[src/rtl/pwm_multi_ch.sv]
// pwm_multi_ch: N-channel PWM engine with programmable prescaler and period,
// edge- or center-aligned counting, and per-channel shadow duty registers
// that transfer to the active compare registers only at a period boundary.
//
// Optional build macro: PWM_FAULT_EN adds a fault input and fault_st status.
// While fault_st is set all PWM outputs are forced low; it clears at the
// first period boundary seen with fault deasserted.
//
// Handshake: the write port has no backpressure. A write is a single-clk
// wr_en strobe with wr_ch/wr_val valid in the same clk; it is always taken.
// An out-of-range channel produces a one-clk wr_err pulse and is dropped.
module pwm_multi_ch #(
    parameter int N_CH = 4,
    parameter int CW   = 8,
    parameter int PW   = 8,
    parameter int CHW  = 4
) (
    input  logic            clk,
    input  logic            rst,
    input  logic            en,
    input  logic [PW-1:0]   presc,
    input  logic [CW-1:0]   period,
    input  logic            mode,
    input  logic            wr_en,
    input  logic [CHW-1:0]  wr_ch,
    input  logic [CW-1:0]   wr_val,
`ifdef PWM_FAULT_EN
    input  logic            fault,
    output logic            fault_st,
`endif
    output logic [N_CH-1:0] pwm,
    output logic [CW-1:0]   count,
    output logic            period_end,
    output logic            upd_done,
    output logic            wr_err
);

    localparam logic [CHW:0] N_CH_W = (CHW+1)'(N_CH);

    logic [PW-1:0]   presc_cnt;
    logic            tick;
    logic            dir;          // 0 = counting up, 1 = counting down
    logic [CW-1:0]   period_act;
    logic            mode_act;
    logic [CW-1:0]   count_next;
    logic            dir_next;
    logic            boundary;
    logic            wr_ok;
    logic [N_CH-1:0] wr_hit;
    logic [N_CH-1:0] pending;
    logic [N_CH-1:0] pwm_q;
    logic [N_CH-1:0] pwm_next;
    logic [CW-1:0]   shadow   [N_CH];
    logic [CW-1:0]   duty_act [N_CH];

    // Prescaler tick; lowering presc below presc_cnt lets the counter wrap.
    assign tick = en && (presc_cnt == presc);

    // Next counter value, direction and period-boundary detection.
    always_comb begin
        count_next = count;
        dir_next   = dir;
        boundary   = 1'b0;
        if (tick) begin
            if (!mode_act) begin
                if (count == period_act) begin
                    count_next = '0;
                    boundary   = 1'b1;
                end else begin
                    count_next = count + 1'b1;
                end
            end else if (period_act == '0) begin
                count_next = '0;
                dir_next   = 1'b0;
                boundary   = 1'b1;
            end else if (!dir) begin
                if (count == period_act) begin
                    dir_next   = 1'b1;
                    count_next = period_act - 1'b1;
                end else begin
                    count_next = count + 1'b1;
                end
            end else begin
                if (count == '0) begin
                    dir_next   = 1'b0;
                    count_next = CW'(1);
                    boundary   = 1'b1;
                end else begin
                    count_next = count - 1'b1;
                end
            end
            // A mode change restarts the new waveform from its origin.
            if (boundary && (mode != mode_act)) begin
                count_next = '0;
                dir_next   = 1'b0;
            end
        end
    end

    // Prescaler, counter and the period/mode registers loaded at boundaries.
    always_ff @(posedge clk or posedge rst) begin
        if (rst) begin
            presc_cnt  <= '0;
            count      <= '0;
            dir        <= 1'b0;
            period_act <= '0;
            mode_act   <= 1'b0;
            period_end <= 1'b0;
        end else begin
            period_end <= boundary;
            if (!en) begin
                presc_cnt <= '0;
                count     <= '0;
                dir       <= 1'b0;
            end else begin
                presc_cnt <= tick ? '0 : presc_cnt + 1'b1;
                count     <= count_next;
                dir       <= dir_next;
                if (boundary) begin
                    period_act <= period;
                    mode_act   <= mode;
                end
            end
        end
    end

    // Decode the write strobe into per-channel hits.
    always_comb begin
        wr_ok = ({1'b0, wr_ch} < N_CH_W);
        for (int i = 0; i < N_CH; i++) begin
            wr_hit[i] = wr_en && wr_ok && (wr_ch == CHW'(i));
        end
    end

    // Shadow writes and boundary transfer; a same-clk write stays pending.
    always_ff @(posedge clk or posedge rst) begin
        if (rst) begin
            for (int i = 0; i < N_CH; i++) begin
                shadow[i]   <= '0;
                duty_act[i] <= '0;
            end
            pending  <= '0;
            upd_done <= 1'b0;
            wr_err   <= 1'b0;
        end else begin
            for (int i = 0; i < N_CH; i++) begin
                if (wr_hit[i]) shadow[i] <= wr_val;
                if (boundary && pending[i]) duty_act[i] <= shadow[i];
            end
            pending  <= wr_hit | (pending & {N_CH{~boundary}});
            upd_done <= boundary && (|pending);
            wr_err   <= wr_en && !wr_ok;
        end
    end

    // Compare; center mode treats duty >= period as full-on.
    always_comb begin
        for (int i = 0; i < N_CH; i++) begin
            pwm_next[i] = en && (duty_act[i] != '0) &&
                          ((count < duty_act[i]) ||
                           (mode_act && (duty_act[i] >= period_act)));
        end
    end

    // Registered PWM outputs, one clk behind count.
    always_ff @(posedge clk or posedge rst) begin
        if (rst) pwm_q <= '0;
        else     pwm_q <= pwm_next;
    end

`ifdef PWM_FAULT_EN
    // Fault latch: set by fault, released at a boundary with fault low.
    always_ff @(posedge clk or posedge rst) begin
        if (rst)           fault_st <= 1'b0;
        else if (fault)    fault_st <= 1'b1;
        else if (boundary) fault_st <= 1'b0;
    end

    assign pwm = pwm_q & {N_CH{~fault_st}};
`else
    assign pwm = pwm_q;
`endif

endmodule

[config.mk]
export PLATFORM = sky130hd
export DESIGN_NAME = pwm_multi_ch
export DESIGN_NICKNAME = d
export VERILOG_FILES = /design/src/rtl/pwm_multi_ch.sv
export SDC_FILE = /design/constraint.sdc
export NUM_CORES = 1
export LEC_CHECK = 0
export CAP_MARGIN = 20
export CORE_MARGIN = 3
export CORE_UTILIZATION = 31
export CTS_CLUSTER_SIZE = 14
export DETAILED_ROUTE_END_ITERATION = 10
export PLACE_DENSITY = 0.46
export RECOVER_POWER = 50
export SLEW_MARGIN = 20
export SYNTH_ARGS = -nofsm -noshare
export SYNTH_HDL_FRONTEND = slang
export SYNTH_SLANG_ARGS = --single-unit
export TNS_END_PERCENT = 50
[constraint.sdc]
create_clock -name clk -period 4.68 [get_ports clk]
set_clock_uncertainty 0.05 [all_clocks]
set_input_delay 0.936 -clock clk [delete_from_list [all_inputs] [get_ports clk]]
set_output_delay 0.936 -clock clk [all_outputs]
set_load 0.03 [all_outputs]
Yosys cells after proc, flatten, opt, wreduce, memory -nomap -nowiden
Index checks and enable logic that the tools add are counted.

Memories kept: 0. Logic and storage cells: 107. Output and inout port bits: 15. Bits in latches: 0. Bits of input ports: 33. Flip-flop bits (word level): 101. Bits in writable memories: 0. Bits in read-only memories: 0.

Reduce and logical (&&, ||, !) cells: 40. Order comparisons: 9. Add/subtract/negate cells: 4. Bitwise gates (word level): 3. Multipliers: 0. Divide/modulo/power cells: 0. Multiplexer cells: 25. Shift-type cells: 0. Equality and inequality tests: 8.

Operator list (number): 8-bit 2-to-1 mux (11); 8-bit >= comparator (4); 8-bit less-than comparator (4); 8-bit nonzero test (4); 1-bit logical AND (25); 8-bit by 1-bit adder with 8-bit output (second input constant) (2); 8-bit == test (2); 8-bit zero test (2); 8-bit by 1-bit subtractor with 8-bit output (second input constant) (2); 1-bit 2-to-1 mux (14); 4-bit by 2-bit == test with 1-bit output (second input constant) (2); 4-bit bitwise AND (1); 4-bit by 1-bit == test with 1-bit output (second input constant) (1); 4-bit zero test (1); 1-bit logical OR (4); 4-bit by 3-bit less-than comparator with 1-bit output (second input constant) (1); 4-bit bitwise OR (1); 2-bit AND reduction (2); 4-bit OR reduction (1); 3-bit by 1-bit != test with 1-bit output (second input constant) (1); 2-bit by 1-bit != test with 1-bit output (second input constant) (1); 1-bit zero test (1); 1-bit != test (1); 1-bit NOT (1).

Logic depth before layout (Yosys ltp)
Gate-level depths: netlist of the first run.

Depth in word-level cells: 10. Mapped depth: 11. Mapped depth without buffers: 9.

Worst setup path before layout of the first run
No wires, ideal clock.

Path type: in2reg. Start point: input port presc[1]. End point: register duty_act[24] (netlist bit). Cell stages on the path: 7. Setup slack: 1.999 ns. Arrival time: 2.506 ns. Data required time: 4.505 ns. Buffers on the path: 0. Setup time: 0.125 ns. Cells stage by stage: xor2_1 -> nor4_1 -> nand3_1 -> nand3b_4 -> clkinv_4 -> nand2_8 -> mux2_4.

Word-level cells in the longest chain between the ends: 4.

RTL lines: from (decl) (RTL line 21) `input logic [PW-1:0] presc,`; 8-bit == test (RTL line 57) `assign tick = en && (presc_cnt == presc);`; 1-bit logical AND (RTL line 57); 1-bit 2-to-1 mux (RTL line 64) `if (tick) begin`; 1-bit logical AND (RTL line 148) `if (boundary && pending[i]) duty_act[i] <= shadow[i];`; to (signal, indexed assignment) (RTL line 148); to (decl) (RTL line 54) `logic [CW-1:0] duty_act [N_CH];`.

Every way passes these cells. A chain may end at the register's enable or synchronous reset.

==> flow_summary_export.csv, run 1 <==
group,metric,value,unit
setup_path,slowest_delay,1.55,ns
power,p_leak,3.455,nW
drt,vias,4542,
logic_synthesis,synthFlopType,"dfrtp_1",
clock_tree,cts_max_level,3,
logic_synthesis,yosys_warnings,0,
timing,period_needed,3.430,ns
hold_path,hp-class,"register to register",
grt,grt_pass1_wl,27470,um
drt,wire_per_inst,18.47,um
drt,viasPerCell,5.047,
setup_path,crit_type,"primary input to async pin",
timing,setup-tns-final,0,ns
setup_path,required,5.07,ns
grt,grtUsageTotal,16.01,%
finish,area_growth,16.88,%
grt,use_met2,25.75,%
drt,drt_iter0_drc,176,
grt,met3_usage,2.522,%
hold_path,hp-start,"shadow[0]$_DFFE_PP0P_",
clock_tree,cts_buffers,9,
clock_tree,path_clk_slew,0.08,ns
power,power_density,264.6,mW/mm^2
clock_tree,cts-resized-gates,0,
clock_tree,insertion_delay,0.36,ns
setup_path,crit_buf_inv,3,
setup_path,r2r-end,"duty_act[10]$_DFFE_PP0P_",
grt,gr-usage-met1,21.91,%
setup_path,arrival,3.82,ns
timing,setup_violations,0,
logic_synthesis,synth_cell_type_count,62,
logic_synthesis,syn_inst,583,
drt,drt_wl_total,16620,um
logic_synthesis,avgSynthCellArea,10.90,sq um
clock_tree,cts_setup_buffers,0,
hold_path,hold-path-endpoint,"duty_act[0]$_DFFE_PP0P_",
grt,antenna_found_initial,0,
timing,finalWorstSetupSlack,1.250,ns
clock_tree,clockBufferDepth,2,
hold_path,hold_depth,1,
timing,rsz0062_at_grt,"false",
timing,relSlewSlack,-85.00,%
run_status,failed_checks,"max-capacitance violations, max-slew violations",
timing,period_share,73.29,%
finish,fill_cells,1927,
timing,fmax,291.6,MHz
finish,layout-drive-gt1-share,15.75,%
die,die_h,149.2,um
timing,slew_violations,60,
grt,grt_max_degree,60,
finish,mostFrequentLayoutCells,"101 x dfrtp_1, 66 x ha_1, 48 x inv_1",
logic_synthesis,synth_area,0.006354,sq mm
setup_path,r2r_cells,9,
grt,gr-total-overflow,0,
setup_path,rr_startpoint,"count[0]$_DFFE_PP0P_",
logic_synthesis,synthArstFlopShare,100.0,%
placed_design,place_inst,884,
timing,hold_viol,0,
power,ir_drop,0.0001773,V
finish,finalNetCount,729,
drt,remaining_drc_errors,0,
flow_run,cap_viol_max_count,1,
logic_synthesis,ys_ff_latch,101,
placed_design,place_hpwl,12500,um
setup_path,crit_slowest_cell,"clkinvlp_2",
run_status,status,"complete, but fails checks",
placed_design,place_ws,1.138,ns
setup_path,cp_top_family,"buffers and inverters",
placed_design,place_congestion,0.8117,
drt,dr.pass1.iters,4,
finish,stdcell_count,900,
clock_tree,cts_hold_buf,0,
logic_synthesis,synth.area.top_cells,"dfrtp_1 40%, ha_1 13%, mux2_4 7.6%, mux2_2 5.7%, inv_1 2.9%",
logic_synthesis,synth_nets,682,
setup_path,start_kind,"primary input",
timing,tightest_slew,2.760,ns
setup_path,crit_path_max_fanout,59,
drt,ant_nets,0,
grt,first_global_vias,4874,
die,initial_core_util,32.12,%
setup_path,cp-end-kind,"async pin",
logic_synthesis,yosysTopAreaCell,"dfrtp_1",
die,die-area,0.02225,sq mm
logic_synthesis,yosysTopAreaCellShare,39.78,%
finish,n_antenna_cell,0,
die,rows,51,
finish,final_common_cell,"dfrtp_1",
clock_tree,numClockSinks,101,
placed_design,io_buffers,47,
die,core,0.01978,sq mm
die,die_w,149.2,um
setup_path,rrSetupSlack,1.76,ns
clock_tree,cts_tree,"done",
logic_synthesis,seq_area_frac_synth,39.78,%
grt,grt_busiest_layer,"met2",
setup_path,cp_cell_sequence,"dlygate4sd3_1 > clkinvlp_2 > clkbuf_2",
logic_synthesis,synth_edf_count,0,
clock_tree,cts_root_buffer,"clkbuf_16",
die,ios,48,
power breakdown:
group | switching [mW] | internal (mW) | total, mW | leakage [nW]
Combinational | 0.0599 | 0.0869 | 0.147 | 2.01
Clock | 0.379 | 0.433 | 0.812 | 0.158
Sequential | 0.0600 | 0.946 | 1.01 | 1.29
layout make-up:
class | instances | area, sq um | share of cell area, %
Multi-Input combinational cell | 419 | 3565 | 48.00
Clock inverter | 7 | 100.1 | 1.348
Tap cell | 265 | 331.6 | 4.465
Clock buffer | 9 | 225.2 | 3.033
Timing Repair Buffer | 49 | 483.0 | 6.504
Inverter | 50 | 193.9 | 2.612
Sequential cell | 101 | 2527 | 34.04
cell usage after synthesis (3+ instances only):
| cell | n |
|---|---|
| a211oi_1 | 6 |
| o211ai_1 | 7 |
| mux2_2 | 32 |
| nor3_1 | 8 |
| o2111ai_1 | 6 |
| buf_2 | 4 |
| ha_1 | 66 |
| nand2_1 | 37 |
| o21ai_0 | 31 |
| o21a_1 | 12 |
| clkbuf_1 | 6 |
| nand3_1 | 11 |
| a21oi_1 | 15 |
| o31ai_1 | 4 |
| mux2_4 | 32 |
| dfrtp_1 | 101 |
| xnor2_1 | 17 |
| a21o_1 | 18 |
| nor2_1 | 24 |
| nand2_8 | 4 |
| a2111oi_0 | 4 |
| nor4_1 | 4 |
| o221ai_1 | 4 |
| or2_2 | 3 |
| nand2b_1 | 9 |
| nand4_1 | 11 |
| xor2_1 | 17 |
| o22ai_1 | 3 |
| inv_1 | 49 |
sequential cells by signal, indices dropped and copies added (netlist names):
name,cells
period_end,1
mode_act,1
pwm,4
pending,4
upd_done,1
dir,1
shadow,32
duty_act,32
count,8
wr_err,1
period_act,8
presc_cnt,8
metal layers:
metal / part of all wire [%] / wire (um) / vias up
met4: 2.4 / 395 / 0
met1: 48 / 7929 / 2225
met3: 3.6 / 593 / 23
met2: 46 / 7703 / 83
met5: 0 / 0 / -
li1: - / - / 2211
worst register-to-register path, stage by stage, from the launching register on:
cell and delay, ns:
dfrtp_1 0.60, inv_1 0.24, ha_1 0.23, or4bb_1 0.42, o22a_2 0.27, nand2_4 0.11
nand3b_4 0.16, clkinv_4 0.28, nand2_8 0.13, mux2_4 0.32
logic make-up after synthesis:
logic type / share of synthesized area (%)
adder cells (fa/ha/maj): 13.00
flip-flops: 39.78
AND/OR/NAND/NOR: 11.52
multiplexers: 13.39
buffers and inverters: 4.116
XOR/XNOR: 4.687
AO/OA/AOI/OAI: 13.51
worst max-delay path by stage:
| stage | to | start | slack (ns) | cells past startpoint |
|---|---|---|---|---|
| 6_report | pending[0]$_DFF_PP0_ | rst | 1.25 | 3 |
| 5_1_grt | pending[0]$_DFF_PP0_ | rst | 0.67 | 3 |
| 4_1_cts | duty_act[10]$_DFFE_PP0P_ | presc[1] | 1.52 | 8 |
| 3_5_place_dp | duty_act[10]$_DFFE_PP0P_ | presc[1] | 1.14 | 8 |
| 3_3_place_gp | duty_act[23]$_DFFE_PP0P_ | presc[1] | 1.23 | 8 |
| 2_1_floorplan | count[0]$_DFFE_PP0P_ | rst | 1.05 | 1 |
through the flow:
| stage | utilization, % | hold WS (ns) | area [sq um] | power, mW |
|---|---|---|---|---|
| after detailed placement | 35.91 | 0.4418 | 7104 | 1.179 |
| after CTS | 37.56 | 0.4654 | 7430 | 2.002 |
| after floorplan | - | 0.4262 | 6354 | 1.095 |
| final | 37.54 | 0.4585 | 7426 | 1.965 |
| after global placement | 35.91 | 0.4445 | 7104 | 1.172 |
| after global routing | 37.54 | 0.4841 | 7426 | 2.064 |
Note: power is estimated with default switching activity, not from simulation.
==> inputs of run 2 (changes only) <==
--- a/config.mk
+++ b/config.mk
@@ -10,7 +10,7 @@
 export CORE_UTILIZATION = 31
 export CTS_CLUSTER_SIZE = 14
 export DETAILED_ROUTE_END_ITERATION = 10
-export PLACE_DENSITY = 0.46
+export PLACE_DENSITY = 0.47
 export RECOVER_POWER = 50
 export SLEW_MARGIN = 20
 export SYNTH_ARGS = -nofsm -noshare
==> constraint.sdc (replaced) <==
create_clock -name clk -period 3.15 [get_ports clk]
set_clock_uncertainty 0.05 [all_clocks]
set_input_delay 0.63 -clock clk [delete_from_list [all_inputs] [get_ports clk]]
set_output_delay 0.63 -clock clk [all_outputs]
set_load 0.03 [all_outputs]
==> run 2 against run 1 <==
Compared with the run above:
- the flow now finishes without violations
- clock-buffer cell count is 2 higher
- critical path depth is 5 higher
- sequential cell count stayed put
- die area stayed put
- total power is 44% higher
- critical path type is now primary input to register
- largest cell class unchanged
- largest power group unchanged
- highest routed layer unchanged
==> flow_summary_export.csv, run 2 (synthesis gave the netlist of run 1 again) <==
group,metric,value,unit
run_status,status,"completed",
power,internal_power,2.114,mW
die,rows,51,
setup_path,rr_startpoint,"count[0]$_DFFE_PP0P_",
clock_tree,cts_max_level,3,
finish,n_antenna_cell,0,
die,ios,48,
die,initial_core_util,32.12,%
drt,drt_iter0_drc,279,
finish,fill_cells,1974,
placed_design,place_congestion,0.8530,
power,switchingPower,0.7142,mW
drt,wire_per_inst,18.68,um
timing,setup_violations,0,
flow_run,cap_viol_max_count,0,
clock_tree,cts_tree,"done",
setup_path,crit_path_max_fanout,23,
power,ir_drop,0.0002931,V
setup_path,crit_slowest_cell,"clkdlybuf4s50_1",
setup_path,start_kind,"primary input",
hold_path,hold-path-endpoint,"duty_act[22]$_DFFE_PP0P_",
clock_tree,cts_buffers,9,
timing,tightest_slew,1.097,ns
die,core,0.01978,sq mm
clock_tree,insertion_delay,0.36,ns
grt,gr-total-overflow,0,
timing,period_share,82.92,%
placed_design,io_buffers,47,
drt,viasPerCell,5.114,
hold_path,hp-class,"register to register",
grt,first_global_vias,5003,
power,power_frac_seq,52.8,%
clock_tree,clockBufferDepth,2,
placed_design,place_ws,0.1719,ns
clock_tree,cts_hold_buf,0,
power,power_density,375.5,mW/mm^2
grt,antenna_found_initial,0,
die,die_w,149.2,um
timing,hold_slack,0.4570,ns
power,p_comb_share,7.9,%
finish,final_util,38.08,%
grt,grtUsageTotal,16.04,%
placed_design,place_hpwl,12930,um
power,p_leak,3.531,nW
setup_path,cp-end-kind,"register",
setup_path,crit_type,"primary input to register",
timing,relSlewSlack,26.48,%
timing,hold_viol,0,
timing,slew_violations,0,
power,p_total,2.828,mW
hold_path,hp-start,"shadow[22]$_DFFE_PP0P_",
hold_path,hold_depth,1,
finish,final_common_cell,"dfrtp_1",
timing,setup-tns-final,0,ns
clock_tree,cts-resized-gates,0,
finish,area_growth,18.55,%
finish,layout-drive-gt1-share,17.61,%
clock_tree,cts_setup_buffers,0,
power,clockPowerShare,39.3,%
grt,grt_max_degree,83,
setup_path,r2r_cells,9,
setup_path,slowest_delay,0.41,ns
timing,rsz0062_at_grt,"false",
clock_tree,numClockSinks,101,
grt,grt_pass1_wl,27700,um
finish,mostFrequentLayoutCells,"101 x dfrtp_1, 66 x ha_1, 48 x inv_1",
clock_tree,cts_root_buffer,"clkbuf_16",
drt,ant_nets,0,
setup_path,rrSetupSlack,0.55,ns
timing,period_needed,2.612,ns
drt,remaining_drc_errors,0,
setup_path,required,3.34,ns
clock_tree,path_clk_slew,0.07,ns
power,sw_frac_of_total,25.25,%
finish,reg.largest.list,"duty_act (32), shadow (32)",
setup_path,cp_cell_sequence,"clkdlybuf4s50_1 > xor2_1 > nor4_1 > nand3_1 > nand3b_4 > clkinv_4 > nand2_8 > mux2_4",
timing,finalWorstSetupSlack,0.5379,ns
drt,vias,4695,
setup_path,r2r-end,"duty_act[9]$_DFFE_PP0P_",
drt,drt_wl_total,17150,um
setup_path,arrival,2.80,ns
drt,dr.pass1.iters,4,
finish,finalNetCount,747,
timing,fmax,382.8,MHz
die,die-area,0.02225,sq mm
die,die_h,149.2,um
[run 2: area by class of cell]
cell class | instances | area (sq um) | area share, %
well taps | 265 | 331.6 | 4.402
inverters | 50 | 193.9 | 2.575
clock buffers | 11 | 242.7 | 3.223
clock inverters | 5 | 47.55 | 0.6312
multi-input cells | 419 | 3560 | 47.26
flip-flops and latches | 101 | 2527 | 33.55
repair buffers | 67 | 629.4 | 8.355
[run 2: stage by stage]
| step | instance area, sq um | instances |
|---|---|---|
| floorplan | 6357 | 583 |
| global placement | 7253 | 902 |
| detailed placement | 7253 | 902 |
| CTS | 7543 | 918 |
| global route | 7532 | 918 |
| finish | 7532 | 918 |
[run 2: how the worst max path moves through the flow]
stage                         startpoint  slack [ns]  cells past startpoint                        to
CTS                             presc[1]        0.53                      8   duty_act[9]$_DFFE_PP0P_
global route                    presc[1]        0.38                      8   duty_act[9]$_DFFE_PP0P_
detailed placement              presc[1]        0.17                      8   duty_act[9]$_DFFE_PP0P_
finish                          presc[1]        0.54                      8   duty_act[9]$_DFFE_PP0P_
global placement                presc[1]        0.22                      8  duty_act[11]$_DFFE_PP0P_
floorplan           count[0]$_DFFE_PP0P_        0.60                     10  duty_act[24]$_DFFE_PP0P_
[run 2: worst max-delay path: cells and delay by family]
kind                   cells  cell delay, ns
XOR/XNOR                   1            0.17
buffers and inverters      2            0.68
multiplexers               1            0.31
AND/OR/NAND/NOR            4            0.98
[run 2: power groups by stage]
stage | Combinational (mW) | Clock (mW) | Sequential, mW
floorplan | 0.142 | 0 | 1.49
global placement | 0.225 | 0 | 1.52
detailed placement | 0.231 | 0 | 1.52
CTS | 0.232 | 1.16 | 1.50
global route | 0.250 | 1.20 | 1.51
finish | 0.224 | 1.11 | 1.49
[run 2: routing by layer]
metal  up-vias  global-route usage, %  part of all wire (%)
met5         -                      0                     0
met4         0                  5.950                   2.2
met3        28                  2.826                   3.9
met2        96                  26.05                    47
met1      2325                  21.44                    47
li1       2246                      -                     -
==> inputs of run 3 (changes only) <==
--- a/config.mk
+++ b/config.mk
@@ -10,7 +10,7 @@
 export CORE_UTILIZATION = 31
 export CTS_CLUSTER_SIZE = 14
 export DETAILED_ROUTE_END_ITERATION = 10
-export PLACE_DENSITY = 0.47
+export PLACE_DENSITY = 0.46
 export RECOVER_POWER = 50
 export SLEW_MARGIN = 20
 export SYNTH_ARGS = -nofsm -noshare
==> constraint.sdc (replaced) <==
create_clock -name clk -period 2.5 [get_ports clk]
set_clock_uncertainty 0.05 [all_clocks]
set_input_delay 0.5 -clock clk [delete_from_list [all_inputs] [get_ports clk]]
set_output_delay 0.5 -clock clk [all_outputs]
set_load 0.03 [all_outputs]
==> run 3 against run 2 <==
Compared with the run above:
- clock-buffer cell count decreased by 1
- core utilization up 0.77 points
- first-iteration DRC count decreased by 13%
- critical path depth is 1 higher
- sequential power grew 26%
- routed wire length shrank 0.52%
- critical path type is now register to register
- largest power group unchanged
==> flow_summary_export.csv, run 3 (synthesis gave the netlist of run 1 again) <==
group,metric,value,unit
setup_path,crit_type,"register to register",
power,p_leak,3.632,nW
clock_tree,cts_root_buffer,"clkbuf_16",
power,clockPowerShare,41.3,%
hold_path,hp-class,"register to register",
die,ios,48,
power,p_comb_share,7.7,%
timing,setup_violations,0,
timing,period_share,96.70,%
timing,period_needed,2.418,ns
power,p_total,3.688,mW
timing,tightest_slew,0.8547,ns
drt,drt_iter0_drc,242,
die,die_w,149.2,um
placed_design,io_buffers,47,
timing,fmax,413.6,MHz
clock_tree,cts_max_level,3,
finish,stdcell_count,934,
timing,finalWorstSetupSlack,0.08246,ns
grt,gr-total-overflow,0,
die,core,0.01978,sq mm
finish,n_antenna_cell,0,
timing,rsz0062_at_grt,"false",
clock_tree,cts_tree,"done",
finish,area_growth,20.95,%
grt,grt_pass1_wl,27500,um
grt,grtUsageTotal,16.04,%
run_status,status,"completed",
clock_tree,clockBufferDepth,2,
drt,viasPerCell,5.090,
placed_design,place_ws,-0.1727,ns
finish,final_common_cell,"dfrtp_1",
power,sw_frac_of_total,24.78,%
power,ir_drop,0.0003864,V
timing,hold_slack,0.4636,ns
finish,mostFrequentLayoutCells,"101 x dfrtp_1, 66 x ha_1, 48 x inv_1",
clock_tree,numClockSinks,101,
setup_path,arrival,2.60,ns
finish,reg.largest.list,"duty_act (32), shadow (32)",
power,power_frac_seq,51.0,%
timing,setup-tns-final,0,ns
flow_run,cap_viol_max_count,0,
timing,slew_violations,0,
placed_design,place_congestion,0.8447,
grt,grt_max_degree,52,
finish,layout-drive-gt1-share,19.73,%
power,power_density,479.9,mW/mm^2
die,die-area,0.02225,sq mm
finish,finalNetCount,763,
clock_tree,cts_buffers,9,
grt,antenna_found_initial,0,
setup_path,required,2.68,ns
die,rows,51,
die,die_h,149.2,um
drt,wire_per_inst,18.26,um
placed_design,place_hpwl,12970,um
timing,hold_viol,0,
setup_path,start_kind,"register",
power,switchingPower,0.9137,mW
finish,final_cell_area,0.007685,sq mm
setup_path,cp-end-kind,"register",
finish,fill_cells,1960,
setup_path,crit_path_max_fanout,8,
drt,drt_wl_total,17060,um
drt,dr.pass1.iters,5,
power,internal_power,2.774,mW
die,initial_core_util,32.12,%
drt,vias,4754,
clock_tree,insertion_delay,0.35,ns
drt,ant_nets,0,
placed_design,placed_cell_area,0.007386,sq mm
clock_tree,path_clk_slew,0.08,ns
finish,final_util,38.85,%
timing,relSlewSlack,42.71,%
placed_design,place_inst,918,
grt,first_global_vias,4959,
drt,remaining_drc_errors,0,
==> run 3: changes by cell type in the layout (fill, tap and decap cells not counted), sizes merged <==
cell / previous run / this run
dlymetal6s4s: 0 / 1
clkinv: 1 / 2
clkinvlp: 2 / 1
clkbuf: 12 / 13
buf: 19 / 32
bufinv: 0 / 1
==> run 3: cell type report <==
type / count / area [sq um] / area share, %
timing repair buffer: 83 / 739.5 / 9.622
multi-input combinational: 419 / 3567 / 46.42
tap: 265 / 331.6 / 4.315
sequential: 101 / 2527 / 32.89
inverter: 50 / 193.9 / 2.524
clock buffer: 10 / 239.0 / 3.110
clock inverter: 6 / 86.33 / 1.123
==> run 3: path summary, 6_finish.rpt <==
kind | slack, ns | depth (start not counted) | to | from
max in group asynchronous | 0.41 | 3 | duty_act[13]$_DFFE_PP0P_ | rst
max | 0.08 | 9 | duty_act[0]$_DFFE_PP0P_ | count[0]$_DFFE_PP0P_
min in group asynchronous | 0.67 | 2 | period_end$_DFF_PP0_ | rst
min reg2reg | 0.46 | 1 | duty_act[18]$_DFFE_PP0P_ | shadow[18]$_DFFE_PP0P_
max reg2reg | 0.08 | 9 | duty_act[0]$_DFFE_PP0P_ | count[0]$_DFFE_PP0P_
min | 0.46 | 1 | duty_act[18]$_DFFE_PP0P_ | shadow[18]$_DFFE_PP0P_
==> run 3: per-layer routing <==
| layer | share of wire (%) | global-route usage [%] | vias up |
|---|---|---|---|
| li1 | - | - | 2277 |
| met1 | 47 | 21.28 | 2322 |
| met2 | 47 | 26.48 | 130 |
| met3 | 4.7 | 3.677 | 25 |
| met4 | 2.0 | 4.211 | 0 |
| met5 | 0 | 0 | - |
==> run 3: what timing repair did <==
action / 4_1_cts / 5_1_grt
resized for setup: 0 / 1
endpoints found under the setup margin: 0 / 1
buffers inserted: 0 / 0
hold buffers: 0 / 0
==> run 3: worst max-delay path: stages (launching register included) <==
cell and delay, ns:
dfrtp_1 0.40, inv_1 0.08, ha_1 0.19, or4bb_1 0.45, o22a_2 0.29, nand2_4 0.11, nand3b_4 0.11, clkinv_4 0.18
nand2_8 0.11, mux2_4 0.31
==> run 3: power by group through the flow <==
stage | Combinational, mW | Clock [mW] | Sequential [mW]
global route | 0.315 | 1.65 | 1.90
global placement | 0.290 | 0 | 1.92
detailed placement | 0.297 | 0 | 1.92
floorplan | 0.179 | 0 | 1.87
CTS | 0.298 | 1.59 | 1.89
finish | 0.283 | 1.52 | 1.88
==> edit (settings of run 3) <==
`pending` no longer has a reset.
--- a/src/rtl/pwm_multi_ch.sv
+++ b/src/rtl/pwm_multi_ch.sv
@@ -139,7 +139,6 @@
                 shadow[i]   <= '0;
                 duty_act[i] <= '0;
             end
-            pending  <= '0;
             upd_done <= 1'b0;
             wr_err   <= 1'b0;
         end else begin
@@ -147,10 +146,13 @@
                 if (wr_hit[i]) shadow[i] <= wr_val;
                 if (boundary && pending[i]) duty_act[i] <= shadow[i];
             end
-            pending  <= wr_hit | (pending & {N_CH{~boundary}});
             upd_done <= boundary && (|pending);
             wr_err   <= wr_en && !wr_ok;
         end
+    end
+
+    always_ff @(posedge clk) begin
+        pending <= wr_hit | (pending & {N_CH{~boundary}});
     end
 
     // Compare; center mode treats duty >= period as full-on.
Function: changed (Yosys sat finds a counterexample within 4 cycles, from zero or initial values and one cycle with rst high).
==> edit against run 3 <==
Power is 3.1% lower. Non-clock buffer count up 2. Worst hold slack lost 0.0060 ns. Clock power fell by 7%. First-iteration DRC count increased by 23%. Wire length rose by 0.52%. Die area down 0.32%. Worst setup slack worse by 0.014 ns. Sequential cell count unchanged. Sequential power about the same. Area after synthesis fell by 0.33%. Final area fell by 0.75%. Critical path type is now register to primary output. Highest routed layer unchanged.
==> edit: results (changes against run 3) <==
| Metric | Value |
|---|---|
| Routing usage on met3 | `2.77% (-0.91 points)` |
| Area after DPL | `7380 µm² (about the same)` |
| Outcome | `finished clean` |
| Post-synthesis sequential area ratio | `39.6% (-0.18 points)` |
| Top Family by Delay on Critical Path | `buffers and inverters` |
| Fmax | `411 MHz (-0.57%)` |
| Crit Path Max Fanout | `13 (+5)` |
| Routed len/inst | `18.3 µm (+0.20%)` |
| Routed length on met2 | `8030 µm (+0.61%)` |
| Stages on the worst setup path | `2 (-7)` |
| Met1 Use GR | `21.4% (+0.14 points)` |
| Peak VDD IR | `0.302 mV (-22%)` |
| Met2 Usage GRT | `26.3% (-0.18 points)` |
| Met3 wire len | `707 µm (-11%)` |
| Pin count of the biggest net entering global routing | `34 (-35%)` |
| Overall routing resource usage | `16.0% (-0.044 points)` |
| Final GP Congestion | `0.852 (+0.86%)` |
| Crit path launch | `count[3]` |
| Detailed Route Iter0 Violations | `297 (+23%)` |
| Max incr delay on CP | `0.70 ns (+0.25 ns)` |
| Mapped Nets | `683 (+0.15%)` |
| Vias in the first global route | `5,020 (+1.2%)` |
| Worst Hold Launch | `shadow[1]` |
| Net Switching | `0.908 mW (-0.65%)` |
| Pleak | `3.61 nW (-0.62%)` |
| FF-to-FF End | `duty_act[10]` |
| Netlist cell types | `60 (-3.2%)` |
| Vias/cell | `5.00 (-1.7%)` |
| Hold slack | `0.458 ns (-0.00599 ns)` |
| Place WS | `-0.186 ns (-0.0135 ns)` |
| Final nets | `766 (+0.39%)` |
| Top cells by count, synth | `97 x dfrtp_1, 66 x ha_1, 51 x inv_1` |
| Synth async-reset ratio | `96.0% (-4.0 points)` |
| Flop2flop setup slack | `0.13 ns (+0.05 ns)` |
| Worst Hold End | `duty_act[1]` |
| Synth area leaders | `dfrtp_1 38%, ha_1 13%, mux2_4 7.6%` |
edit: changes by cell type after synthesis, moves of 2 or more:
cell | run 3 | this run
inv_1 | 49 | 51
dfrtp_1 | 101 | 97
o21a_1 | 12 | 10
dfxtp_1 | 0 | 4
nor4_1 | 4 | 6
edit: area by class of cell:
class / count / area (µm²) / share of cell area [%]
repair buffers: 85 / 739 / 9.69
clock inverters: 5 / 48.8 / 0.640
multi-input cells: 418 / 3560 / 46.6
clock buffers: 11 / 243 / 3.18
well taps: 265 / 332 / 4.35
flip-flops and latches: 101 / 2510 / 32.9
inverters: 52 / 201 / 2.64
edit: logic make-up after synthesis:
family | count (synthesis) | synth area share [%]
and+or+nand+nor | 129 | 11.6
xor gates and xnor gates | 34 | 4.70
AOI/OAI and AO/OA | 124 | 13.4
buffers and inverters | 65 | 4.25
adders and majority gates | 66 | 13.0
muxes | 65 | 13.4
DFF | 101 | 39.6
